--- src/rtl/raifes_pc_redirect_ctrl_if.sv ---
// raifes_pc_redirect_ctrl_if: redirect requests in, PC mux select, kills and status out
interface raifes_pc_redirect_ctrl_if #(
  parameter int CNT_WIDTH = 16
);
  logic                 stall_IF;
  logic                 branch_taken_DX;
  logic                 jal_DX;
  logic                 jalr_DX;
  logic                 exception_WB;
  logic                 eret_WB;
  logic                 debug_halt_req;
  logic                 debug_resume;
  logic [2:0]           PC_src_sel;
  logic                 kill_IF;
  logic                 kill_DX;
  logic                 redirect_pending;
  logic                 halted;
  logic [CNT_WIDTH-1:0] redirect_count;
  modport master (
    output stall_IF, branch_taken_DX, jal_DX, jalr_DX, exception_WB, eret_WB,
           debug_halt_req, debug_resume,
    input  PC_src_sel, kill_IF, kill_DX, redirect_pending, halted, redirect_count
  );
  modport slave (
    input  stall_IF, branch_taken_DX, jal_DX, jalr_DX, exception_WB, eret_WB,
           debug_halt_req, debug_resume,
    output PC_src_sel, kill_IF, kill_DX, redirect_pending, halted, redirect_count
  );
endinterface

--- src/rtl/raifes_pc_redirect_ctrl.sv ---
// raifes_pc_redirect_ctrl: next-PC source arbitration with stall hold, debug halt/resume and saturating redirect count
module raifes_pc_redirect_ctrl #(
  parameter int CNT_WIDTH = 16
) (
  input logic clk,
  input logic reset,
  raifes_pc_redirect_ctrl_if.slave bus
);
  typedef enum logic [1:0] {RUN, PENDING, HALTED, RESUME} state_t;
  state_t state_q, state_d;
  logic [2:0] pend_q, pend_d, ev, code;
  logic [CNT_WIDTH-1:0] cnt_q;
  logic win, inc, redir, halt, stall;
  function automatic logic [2:0] rank(input logic [2:0] c);
    return c == 3'd5 ? 3'd5 : c == 3'd6 ? 3'd4 : c;
  endfunction
  assign halt  = bus.debug_halt_req;
  assign stall = bus.stall_IF;
  assign redir = state_q == RUN || state_q == PENDING;
  always_comb begin
    ev = bus.exception_WB ? 3'd5 : bus.eret_WB ? 3'd6 : bus.jalr_DX ? 3'd3 :
         bus.jal_DX ? 3'd2 : bus.branch_taken_DX ? 3'd1 : 3'd0;
    win = rank(ev) > rank(pend_q);
    code = win ? ev : pend_q;
  end
  always_ff @(posedge clk) begin
    if (reset) begin
      state_q <= RUN;
      pend_q  <= 3'd0;
      cnt_q   <= '0;
    end else begin
      state_q <= state_d;
      pend_q  <= pend_d;
      cnt_q   <= inc && !(&cnt_q) ? cnt_q + 1'b1 : cnt_q;
    end
  end
  always_comb begin
    state_d = state_q == RUN     ? (halt ? HALTED : code != 3'd0 && stall ? PENDING : RUN) :
              state_q == PENDING ? (halt ? HALTED : stall ? PENDING : RUN) :
              state_q == HALTED  ? (bus.debug_resume ? RESUME : HALTED) :
                                   (stall ? RESUME : RUN);
    pend_d = redir && !halt && stall ? code : 3'd0;
    inc = !stall && (state_q == RESUME || (redir && !halt && code != 3'd0));
  end
  always_comb begin
    bus.PC_src_sel = state_q == HALTED ? 3'd4 : state_q == RESUME ? 3'd7 :
                     halt ? 3'd4 : code != 3'd0 ? code : stall ? 3'd4 : 3'd0;
    bus.kill_IF = !redir || halt || code != 3'd0;
    bus.kill_DX = redir && (halt || (win && (ev == 3'd5 || ev == 3'd6)));
    bus.redirect_pending = state_q == PENDING;
    bus.halted = state_q == HALTED || state_q == RESUME;
    bus.redirect_count = cnt_q;
  end
endmodule

--- src/flat_wrapper.sv ---
// flat-port wrapper written by rule: the top's interface ports become plain ports
module raifes_pc_redirect_ctrl_flat 
#(
  parameter int CNT_WIDTH = 16
)
  (clk, reset, bus_stall_IF, bus_branch_taken_DX, bus_jal_DX, bus_jalr_DX, bus_exception_WB, bus_eret_WB, bus_debug_halt_req, bus_debug_resume, bus_PC_src_sel, bus_kill_IF, bus_kill_DX, bus_redirect_pending, bus_halted, bus_redirect_count);
  raifes_pc_redirect_ctrl_if #(.CNT_WIDTH(CNT_WIDTH)) bus_i ();
  input logic clk;
  input logic reset;
  input wire logic [$bits(bus_i.stall_IF)-1:0] bus_stall_IF;
  input wire logic [$bits(bus_i.branch_taken_DX)-1:0] bus_branch_taken_DX;
  input wire logic [$bits(bus_i.jal_DX)-1:0] bus_jal_DX;
  input wire logic [$bits(bus_i.jalr_DX)-1:0] bus_jalr_DX;
  input wire logic [$bits(bus_i.exception_WB)-1:0] bus_exception_WB;
  input wire logic [$bits(bus_i.eret_WB)-1:0] bus_eret_WB;
  input wire logic [$bits(bus_i.debug_halt_req)-1:0] bus_debug_halt_req;
  input wire logic [$bits(bus_i.debug_resume)-1:0] bus_debug_resume;
  output wire logic [$bits(bus_i.PC_src_sel)-1:0] bus_PC_src_sel;
  output wire logic [$bits(bus_i.kill_IF)-1:0] bus_kill_IF;
  output wire logic [$bits(bus_i.kill_DX)-1:0] bus_kill_DX;
  output wire logic [$bits(bus_i.redirect_pending)-1:0] bus_redirect_pending;
  output wire logic [$bits(bus_i.halted)-1:0] bus_halted;
  output wire logic [$bits(bus_i.redirect_count)-1:0] bus_redirect_count;
  assign bus_i.stall_IF = bus_stall_IF;
  assign bus_i.branch_taken_DX = bus_branch_taken_DX;
  assign bus_i.jal_DX = bus_jal_DX;
  assign bus_i.jalr_DX = bus_jalr_DX;
  assign bus_i.exception_WB = bus_exception_WB;
  assign bus_i.eret_WB = bus_eret_WB;
  assign bus_i.debug_halt_req = bus_debug_halt_req;
  assign bus_i.debug_resume = bus_debug_resume;
  assign bus_PC_src_sel = bus_i.PC_src_sel;
  assign bus_kill_IF = bus_i.kill_IF;
  assign bus_kill_DX = bus_i.kill_DX;
  assign bus_redirect_pending = bus_i.redirect_pending;
  assign bus_halted = bus_i.halted;
  assign bus_redirect_count = bus_i.redirect_count;
  raifes_pc_redirect_ctrl #(.CNT_WIDTH(CNT_WIDTH)) u_core (.clk(clk), .reset(reset), .bus(bus_i));
endmodule
--- config.mk ---
export PLATFORM = sky130hd
export DESIGN_NAME = raifes_pc_redirect_ctrl_flat
export DESIGN_NICKNAME = d
export VERILOG_FILES = /design/src/rtl/raifes_pc_redirect_ctrl_if.sv /design/src/rtl/raifes_pc_redirect_ctrl.sv /design/src/flat_wrapper.sv
export SDC_FILE = /design/constraint.sdc
export NUM_CORES = 1
export LEC_CHECK = 0
export ABC_AREA = 1
export BUFFER_PORTS_ARGS = -buffer_cell sky130_fd_sc_hd__buf_2
export CAP_MARGIN = 20
export CORE_MARGIN = 3
export CORE_UTILIZATION = 50
export DETAILED_ROUTE_END_ITERATION = 12
export PLACE_DENSITY_LB_ADDON = 0.3
export RECOVER_POWER = 25
export SYNTH_ARGS = -nofsm -noshare
export SYNTH_HDL_FRONTEND = slang
export SYNTH_SLANG_ARGS = --single-unit
--- constraint.sdc ---
create_clock -name clk -period 2.4 [get_ports clk]
set_input_delay 0.48 -clock clk [delete_from_list [all_inputs] [get_ports clk]]
set_output_delay 0.48 -clock clk [all_outputs]
set_load 0.005 [all_outputs]
# --- Word level (Yosys, flattened, before mapping) ---
# Cells that the tools add are included.
classes:
  add_sub_neg: 1
  mul: 0
  n_div: 0
  n_lt_le_gt_ge: 1
  n_eq_ne: 7
  n_shift: 0
  mux: 24
  bitwise_logic: 1
  reduce_logical: 23
op_table:
  columns: ["op", "count"]
  rows:
  - ["3-bit two-way mux", 14]
  - ["16-bit by 1-bit adder with 16-bit output (second input constant)", 1]
  - ["16-bit AND reduction", 1]
  - ["3-bit == test (second input constant)", 4]
  - ["2-bit two-way mux", 6]
  - ["1-bit logical AND", 8]
  - ["1-bit logical OR", 7]
  - ["2-bit == test (second input constant)", 2]
  - ["1-bit logical NOT", 4]
  - ["1-bit two-way mux", 4]
  - ["3-bit > comparator", 1]
  - ["3-bit nonzero test", 1]
  - ["2-bit by 1-bit == test with 1-bit output (second input constant)", 1]
  - ["2-bit logical NOT", 1]
  - ["2-bit OR reduction", 1]
  - ["1-bit NOT", 1]
word_totals:
  regBits: 21
  latchBits: 0
  mem_bits_rw: 0
  mem_bits_ro: 0
  input_bits: 10
  out_inout_bits: 23
  word_cells: 60
  mem_count: 0

# --- Depth between registers and ports, before layout ---
# Gate-level depths: netlist (run 1).
logic_depth:
  ltp_word: 15
  depth_mapped: 19
  depth_no_buf: 18

# --- Worst setup path before layout (run 1) ---
# Ideal clock, no wire load.
synth_timing:
  path_kind: "input to register"
  start: "input port bus_jal_DX"
  end: "register u_core.cnt_q[0] (netlist: u_core.bus.redirect_count[0])"
  setup_time_ns: 0.115
  t_arrival_ns: 2.047
  required_ns: 2.285
  slack_ns: 0.238
  cell_stages: 16
  n_path_buf: 1
  cell_sequence: "inv_1 nand2_1 nand2_1 a21oi_1 ha_1 nand3_1 inv_1 nor2_1 nand2_1 nand2_1 nand3_1 nand2_1 nand2_4 buf_4 a21oi_1 nor2_1"
synth_between:
  elab_chain_cells: 14
  word_cells_on_any_way: 15
  classes_between: "order compare: 1; eq/ne: 2; mux: 7; reduce/logical: 5"
synth_lines:
  columns: ["item", "line", "text"]
  rows:
  - ["start: declaration", "flat_wrapper.sv:12", "input wire logic [$bits(bus_i.jal_DX)-1:0] bus_jal_DX;"]
  - ["3-bit two-way mux (*)", "raifes_pc_redirect_ctrl.sv:22", "bus.jal_DX ? 3'd2 : bus.branch_taken_DX ? 3'd1 : 3'd0;"]
  - ["3-bit two-way mux (*) (3 in series)", "raifes_pc_redirect_ctrl.sv:21", "ev = bus.exception_WB ? 3'd5 : bus.eret_WB ? 3'd6 : bus.jalr_DX ? 3'd3 :"]
  - ["3-bit == test", "raifes_pc_redirect_ctrl.sv:15", "return c == 3'd5 ? 3'd5 : c == 3'd6 ? 3'd4 : c;"]
  - ["3-bit two-way mux (2 in series)", "raifes_pc_redirect_ctrl.sv:15", null]
  - ["3-bit > comparator", "raifes_pc_redirect_ctrl.sv:23", "win = rank(ev) > rank(pend_q);"]
  - ["3-bit two-way mux (*)", "raifes_pc_redirect_ctrl.sv:24", "code = win ? ev : pend_q;"]
  - ["3-bit nonzero test (*)", "raifes_pc_redirect_ctrl.sv:43", "inc = !stall && (state_q == RESUME || (redir && !halt && code != 3'd0));"]
  - ["1-bit logical AND (*)", "raifes_pc_redirect_ctrl.sv:43", null]
  - ["1-bit logical OR (*)", "raifes_pc_redirect_ctrl.sv:43", null]
  - ["1-bit logical AND (*)", "raifes_pc_redirect_ctrl.sv:43", null]
  - ["1-bit logical AND (*)", "raifes_pc_redirect_ctrl.sv:34", "cnt_q <= inc && !(&cnt_q) ? cnt_q + 1'b1 : cnt_q;"]
  - ["end signal: assignment", "raifes_pc_redirect_ctrl.sv:34", null]
  - ["end: declaration", "raifes_pc_redirect_ctrl.sv:12", "logic [CNT_WIDTH-1:0] cnt_q;"]
# Every way passes the cells marked *; elsewhere a longest branch is shown, timed or not.
# A chain may end at the register's enable or synchronous reset.

# --- Worst setup path after layout (run 1) ---
layout_timing:
  start: "input port bus_jal_DX"
  end: "output port bus_PC_src_sel[2]"
layout_between:
  elab_chain_cells: 14
  word_cells_on_any_way: 15
  classes_between: "order compare: 1; eq/ne: 2; mux: 11; reduce/logical: 1"
layout_lines:
  columns: ["item", "line", "text"]
  rows:
  - ["3-bit two-way mux (*)", "raifes_pc_redirect_ctrl.sv:22", null]
  - ["3-bit two-way mux (*) (3 in series)", "raifes_pc_redirect_ctrl.sv:21", null]
  - ["3-bit == test", "raifes_pc_redirect_ctrl.sv:15", null]
  - ["3-bit two-way mux (2 in series)", "raifes_pc_redirect_ctrl.sv:15", null]
  - ["3-bit > comparator", "raifes_pc_redirect_ctrl.sv:23", null]
  - ["3-bit two-way mux (*)", "raifes_pc_redirect_ctrl.sv:24", null]
  - ["3-bit nonzero test", "raifes_pc_redirect_ctrl.sv:47", "halt ? 3'd4 : code != 3'd0 ? code : stall ? 3'd4 : 3'd0;"]
  - ["3-bit two-way mux (*) (2 in series)", "raifes_pc_redirect_ctrl.sv:47", null]
  - ["3-bit two-way mux (*) (2 in series)", "raifes_pc_redirect_ctrl.sv:46", "bus.PC_src_sel = state_q == HALTED ? 3'd4 : state_q == RESUME ? 3'd7 :"]
  - ["end: declaration", "flat_wrapper.sv:18", "output wire logic [$bits(bus_i.PC_src_sel)-1:0] bus_PC_src_sel;"]
# Marks and branches as above.

==> results of run 1 <==
## cells by family (layout without fill, tap and decap cells)
group	count (synthesis)	after routing	share of synthesized area
simple gates	116	116	0.379
xor+xnor	13	13	0.0793
compound gates	25	25	0.113
flops	21	21	0.293
buf+inv	35	73	0.100
fa+ha+maj	4	4	0.0349
## cell type report
cell class | instances | share of cell area
Sequential cell | 21 | 0.235
Tap cell | 30 | 0.0209
Inverter | 28 | 0.0599
Timing Repair Buffer | 41 | 0.139
Clock buffer | 4 | 0.0146
Multi-Input combinational cell | 158 | 0.530
## what timing repair did
item,in CTS,in global routing
endpoints found under the hold margin,0,0
gates resized for setup,2,26
pin swaps,0,11
hold buffers,0,0
setup buffers,0,5
endpoints found under the setup margin,1,4
## routing by layer
metal / share of wire / global-route usage / up-vias
met2: 0.49 / 0.300 / 36
met1: 0.45 / 0.261 / 667
li1: - / - / 774
met3: 0.048 / 0.0414 / 4
met4: 0.012 / 0.0443 / 0
met5: 0 / 0 / -
## worst max-delay path by stage
stage	start	end	depth (start not counted)
2_1_floorplan	bus_jal_DX	u_core.bus.redirect_count[0]	16
3_3_place_gp	bus_jalr_DX	u_core.bus.redirect_count[6]	16
3_5_place_dp	bus_eret_WB	u_core.bus.redirect_count[12]	16
4_1_cts	bus_eret_WB	bus_PC_src_sel[2]	14
5_1_grt	u_core.pend_q[2]	bus_PC_src_sel[2]	11
6_report	bus_jal_DX	bus_PC_src_sel[2]	16
## sequential cells by signal (all words and copies together), names as in the netlist
| register | cells |
|---|---|
| u_core.bus.redirect_count | 16 |
| u_core.pend_q | 3 |
| u_core.state_q | 2 |
## tightest hold or removal path: cells and delay by family
family	cells	cell delay (ns)
and+or+nand+nor	1	0.07
AOI/OAI and AO/OA	1	0.08
buffers and inverters	1	0.09
## cell usage in the layout, fill, tap and decap left out, drive strengths merged
| master | count |
|---|---|
| o211ai | 1 |
| clkbuf | 6 |
| nor3 | 10 |
| o21ai | 3 |
| and2 | 1 |
| ha | 4 |
| xor2 | 11 |
| nand2 | 50 |
| nand4 | 4 |
| a21oi | 20 |
| nand3 | 32 |
| inv | 28 |
| a31oi | 1 |
| nor2 | 19 |
| dfxtp | 21 |
| xnor2 | 2 |
| buf | 39 |
## report_power, final
part | leakage (nW) | internal, mW | switching, mW
clock network | 0.0150 | 0.0649 | 0.108
logic | 0.597 | 0.0728 | 0.0911
registers | 0.171 | 0.355 | 0.00851
==> impl_metrics.csv, run 1 <==
group,metric,value,unit
pwr,peakVddDrop,391,uV
finish,drive_above_1_share,0.325,
synth,syn-cell-area,0.00144,sq mm
hold_path,min_to,"u_core.state_q[0]",
critical_path,arrival,1.86,ns
synth,synth_seq_cells,21,
finish,fillers,224,
routing,wirelength,3.49,mm
finish,layout.nets,267,
critical_path,cp_common_cell,"nand2_2",
clock_tree,htree_levels,1,
synth,yosysWarningCount,0,
synth,synthFlopType,"dfxtp_1",
die,start_util,0.554,
finish,multi_input_area,952,sq um
critical_path,start_kind,"primary input",
die,rows,18,
critical_path,r2r_slack,0.33,ns
hold_path,holdPathStages,3,
place,place_congestion,0.919,
pwr,power_density,390,mW/mm^2
synth,seq_area_frac_synth,0.293,
clock_tree,clock_latency,0.31,ns
pwr,leakage,0.783,nW
synth,syn_nets,228,
critical_path,path_max_fanout,5,
timing,max_freq,0.427,GHz
finish,instances_no_fill,282,
clock_tree,tritoncts,"yes",
global_routing,grt_max_degree,18,
routing,drtIter0Drc,51,
synth,synth-edff-count,0,
finish,antennaDiodeCount,0,
die,ios,33,
synth,synth_cells,214,
run_status,status,"completed",
die,die_h,59.6,um
critical_path,path_delay_family,"simple AND/OR/NAND/NOR gates",
timing,worst_slew_pin_slew,0.436,ns
critical_path,critPathMaxStageDelay,0.20,ns
routing,vias,1481,
critical_path,path_class,"primary input to output pin",
critical_path,worstPathRequired,1.92,ns
timing,skew,0.00758,ns
timing,final-max-slew-violation-count,0,
place,dp_slack,-0.0446,ns
routing,via_per_inst,5.25,
global_routing,antenna_found_initial,0,
timing,max_slew_margin,0.707,
global_routing,grt_pass1_vias,1268,
critical_path,r2r_end,"u_core.bus.redirect_count[3]",
routing,first_pass_iters,4,
hold_path,min_from,"bus_debug_resume",
global_routing,grt_use_total,0.189,
synth,async_flop_share,0,
synth,synth_top_cell_area_share,0.293,
critical_path,end_kind,"output pin",
synth,synth_most_common_cell,"nand2_1",
finish,area.growth.synth_to_final,25.2,%
critical_path,crit_path_top_delay_cell,"ha_1",
timing,setup_tns,0,ns
timing,hold_violations,0,
routing,ant_nets,0,
finish,design_area,0.00180,sq mm
critical_path,path_cells,"buf_2, inv_2, nand2_2, nand2_2, a21oi_2, ha_1, inv_1, nand3_2, nand2_2, nand2_2, nand2_1, nand2_1, inv_2, nand4_1, nand3_1, buf_2",
place,portBuffers,32,
timing,fin_crit_sh,0.976,
routing,wire_per_inst,12.4,um
hold_path,hold_path_class,"primary input to flip-flop",
synth,synth_top_area_cell,"dfxtp_1",
timing,fin_ws,0.0584,ns
finish,regArea,423,sq um
pwr,p_total,0.700,mW
place,place_inst,273,
die,die_w,59.6,um
clock_tree,cts-root-buf,"clkbuf_4",
global_routing,grt_pass1_wl,5.33,mm
timing,finalSetupViolCount,0,
clock_tree,clock_path_buffers,2,
die,coreArea,0.00259,sq mm
critical_path,path_buf_inv,5,
clock_tree,cts_sinks,21,
place,dp_hpwl,2.36,mm
critical_path,r2r_start,"u_core.pend_q[2]",
finish,post-route-util,0.694,
critical_path,reg2reg_depth,16,
die,dieArea,0.00355,sq mm
place,detailed_place.area,0.00165,sq mm
synth,yosys-top-cells-count,"46 x nand2_1, 32 x nand3_1, 27 x inv_1",
timing,timing.hold.ws,0.465,ns
synth,avgSynthCellArea,6.71,sq um
timing,fin_crit,2.34,ns
flow_run,maxCapViolCount,0,
synth,synth_area_leaders,"dfxtp_1 29%, nand2_1 12%, nand3_1 11%, inv_1 7.1%, xor2_1 6.7%",
global_routing,grt-ovfl-total,0,
routing,route.detailed.drc,0,
clock_tree,clk_pin_slew,0.11,ns
clock_tree,cts_made_buffers,3,
synth,ys_types,25,
Note: power is estimated with default switching activity, not from simulation.
==> run 2, diff against run 1 <==
--- a/config.mk
+++ b/config.mk
@@ -10,9 +10,11 @@
 export CAP_MARGIN = 20
 export CORE_MARGIN = 3
 export CORE_UTILIZATION = 50
+export CTS_BUF_LIST = sky130_fd_sc_hd__clkbuf_16
 export DETAILED_ROUTE_END_ITERATION = 12
 export PLACE_DENSITY_LB_ADDON = 0.3
 export RECOVER_POWER = 25
+export REMOVE_ABC_BUFFERS = 1
 export SYNTH_ARGS = -nofsm -noshare
 export SYNTH_HDL_FRONTEND = slang
 export SYNTH_SLANG_ARGS = --single-unit
==> impl_metrics.csv, run 2 (synthesis results as in run 1) <==
group,metric,value,unit
timing,hold_violations,0,
finish,layout.cells.most_common,"nand2_1",
finish,layout.nets,264,
finish,instances_no_fill,279,
critical_path,start_kind,"flip-flop",
clock_tree,cts_sinks,21,
die,coreArea,0.00259,sq mm
routing,drtIter0Drc,80,
place,detailed_place.area,0.00166,sq mm
finish,area.growth.synth_to_final,27.1,%
finish,largest_register_ffs,16,
clock_tree,htree_levels,1,
die,die_h,59.6,um
pwr,peakVddDrop,524,uV
clock_tree,clock_path_buffers,2,
timing,finalSetupViolCount,0,
place,place_congestion,0.884,
run_status,status,"completed",
timing,max_slew_margin,0.705,
pwr,power_density,472,mW/mm^2
die,ios,33,
critical_path,path_class,"flip-flop to output pin",
finish,drive_above_1_share,0.297,
finish,regArea,420,sq um
global_routing,grt-ovfl-total,0,
timing,fin_crit_sh,0.959,
critical_path,crit_path_top_delay_cell,"dfxtp_1",
critical_path,worstPathRequired,1.92,ns
routing,route.detailed.drc,0,
finish,post-route-util,0.704,
critical_path,cp_common_cell,"nand3_1",
critical_path,path_buf_inv,3,
place,portBuffers,32,
die,dieArea,0.00355,sq mm
critical_path,path_max_fanout,5,
routing,ant_nets,0,
place,place_inst,275,
critical_path,arrival,1.82,ns
clock_tree,cts_hold_buf,0,
finish,multi_input_area,953,sq um
die,start_util,0.554,
routing,wire_per_inst,12.0,um
routing,wirelength,3.36,mm
clock_tree,cts-root-buf,"clkbuf_16",
finish,fillers,229,
critical_path,critPathMaxStageDelay,0.31,ns
critical_path,path_cells,"inv_1, o21ai_2, ha_4, nand3_2, nand2_2, nand3_1, nand2_1, inv_2, nand4_1, nand3_1, buf_2",
critical_path,end_kind,"output pin",
place,dp_hpwl,2.44,mm
timing,final-max-slew-violation-count,0,
routing,first_pass_iters,4,
clock_tree,clock_latency,0.25,ns
timing,skew,0.00143,ns
timing,max_freq,0.435,GHz
timing,fin_ws,0.0988,ns
clock_tree,tritoncts,"yes",
global_routing,grt_pass1_vias,1368,
global_routing,grt_pass1_wl,5.68,mm
finish,final_cell_mix,"41 x nand2_1, 31 x buf_2, 30 x nand3_1, 25 x inv_1, 21 x dfxtp_1",
timing,fin_crit,2.30,ns
flow_run,maxCapViolCount,0,
finish,design_area,0.00182,sq mm
die,die_w,59.6,um
global_routing,antenna_found_initial,0,
global_routing,grt_use_total,0.204,
global_routing,grt_max_degree,18,
critical_path,path_delay_family,"simple AND/OR/NAND/NOR gates",
die,rows,18,
routing,vias,1476,
finish,antennaDiodeCount,0,
clock_tree,cts_made_buffers,3,
clock_tree,clk_pin_slew,0.05,ns
pwr,leakage,0.790,nW
clock_tree,cts_setup_buffers,0,
hold_path,hold_path_class,"flip-flop to flip-flop",
place,dp_slack,-0.0875,ns
timing,worst_slew_pin_slew,0.439,ns
routing,via_per_inst,5.29,
## run 2: changes by cell type in the layout (fill, tap and decap cells not counted), sizes merged
cell / before / now
buf: 39 / 37
inv: 28 / 29
clkbuf: 6 / 4
## run 2: repair_timing
action / CTS / global route
cloned: 0 / 0
setup endpoints to repair: 1 / 18
resized for setup: 6 / 15
pin swaps: 0 / 10
## run 2: power by group
part / internal (mW) / switching [mW]
sequential: 0.355 / 0.00740
combinational: 0.0687 / 0.0889
clock: 0.222 / 0.119
total: 0.646 / 0.215
## run 2: path summary, 6_finish.rpt
kind                                  from                       endpoint  slack, ns  cells after the start
max                       u_core.pend_q[2]              bus_PC_src_sel[2]        0.1                     11
max reg2reg               u_core.pend_q[2]   u_core.bus.redirect_count[7]       0.29                     15
min          u_core.bus.redirect_count[15]  u_core.bus.redirect_count[15]       0.49                      2
min reg2reg  u_core.bus.redirect_count[15]  u_core.bus.redirect_count[15]       0.49                      2
## run 2: worst register-to-register path: cells and delay by family (launching register included)
family          cells  cell delay (ns)
simple gates       11             1.05
flops               1             0.31
fa+ha+maj           1             0.30
compound gates      2             0.23
buf+inv             1             0.14
## run 2: through the flow
stage	total power, mW	setup TNS (ns)	hold slack, ns
after global routing	0.900	-0.0365	0.515
after floorplan	0.440	0	0.464
after CTS	0.856	0	0.497
after detailed placement	0.504	-0.779	0.488
final	0.861	0	0.492
after global placement	0.501	0	0.473
## run 2: layer usage
layer / routed length [um] / GRT usage / share of wire
met5: 0 / 0 / 0
met4: 57 / 0.0823 / 0.017
met3: 145 / 0.0261 / 0.043
met2: 1700 / 0.360 / 0.51
met1: 1450 / 0.249 / 0.43
## run 2: cell type report
type | count | area share
inverter | 28 | 0.0576
sequential | 21 | 0.230
clock buffer | 3 | 0.0412
timing repair buffer | 38 | 0.126
tap | 30 | 0.0206
multi-input combinational | 158 | 0.523
clock inverter | 1 | 0.00206
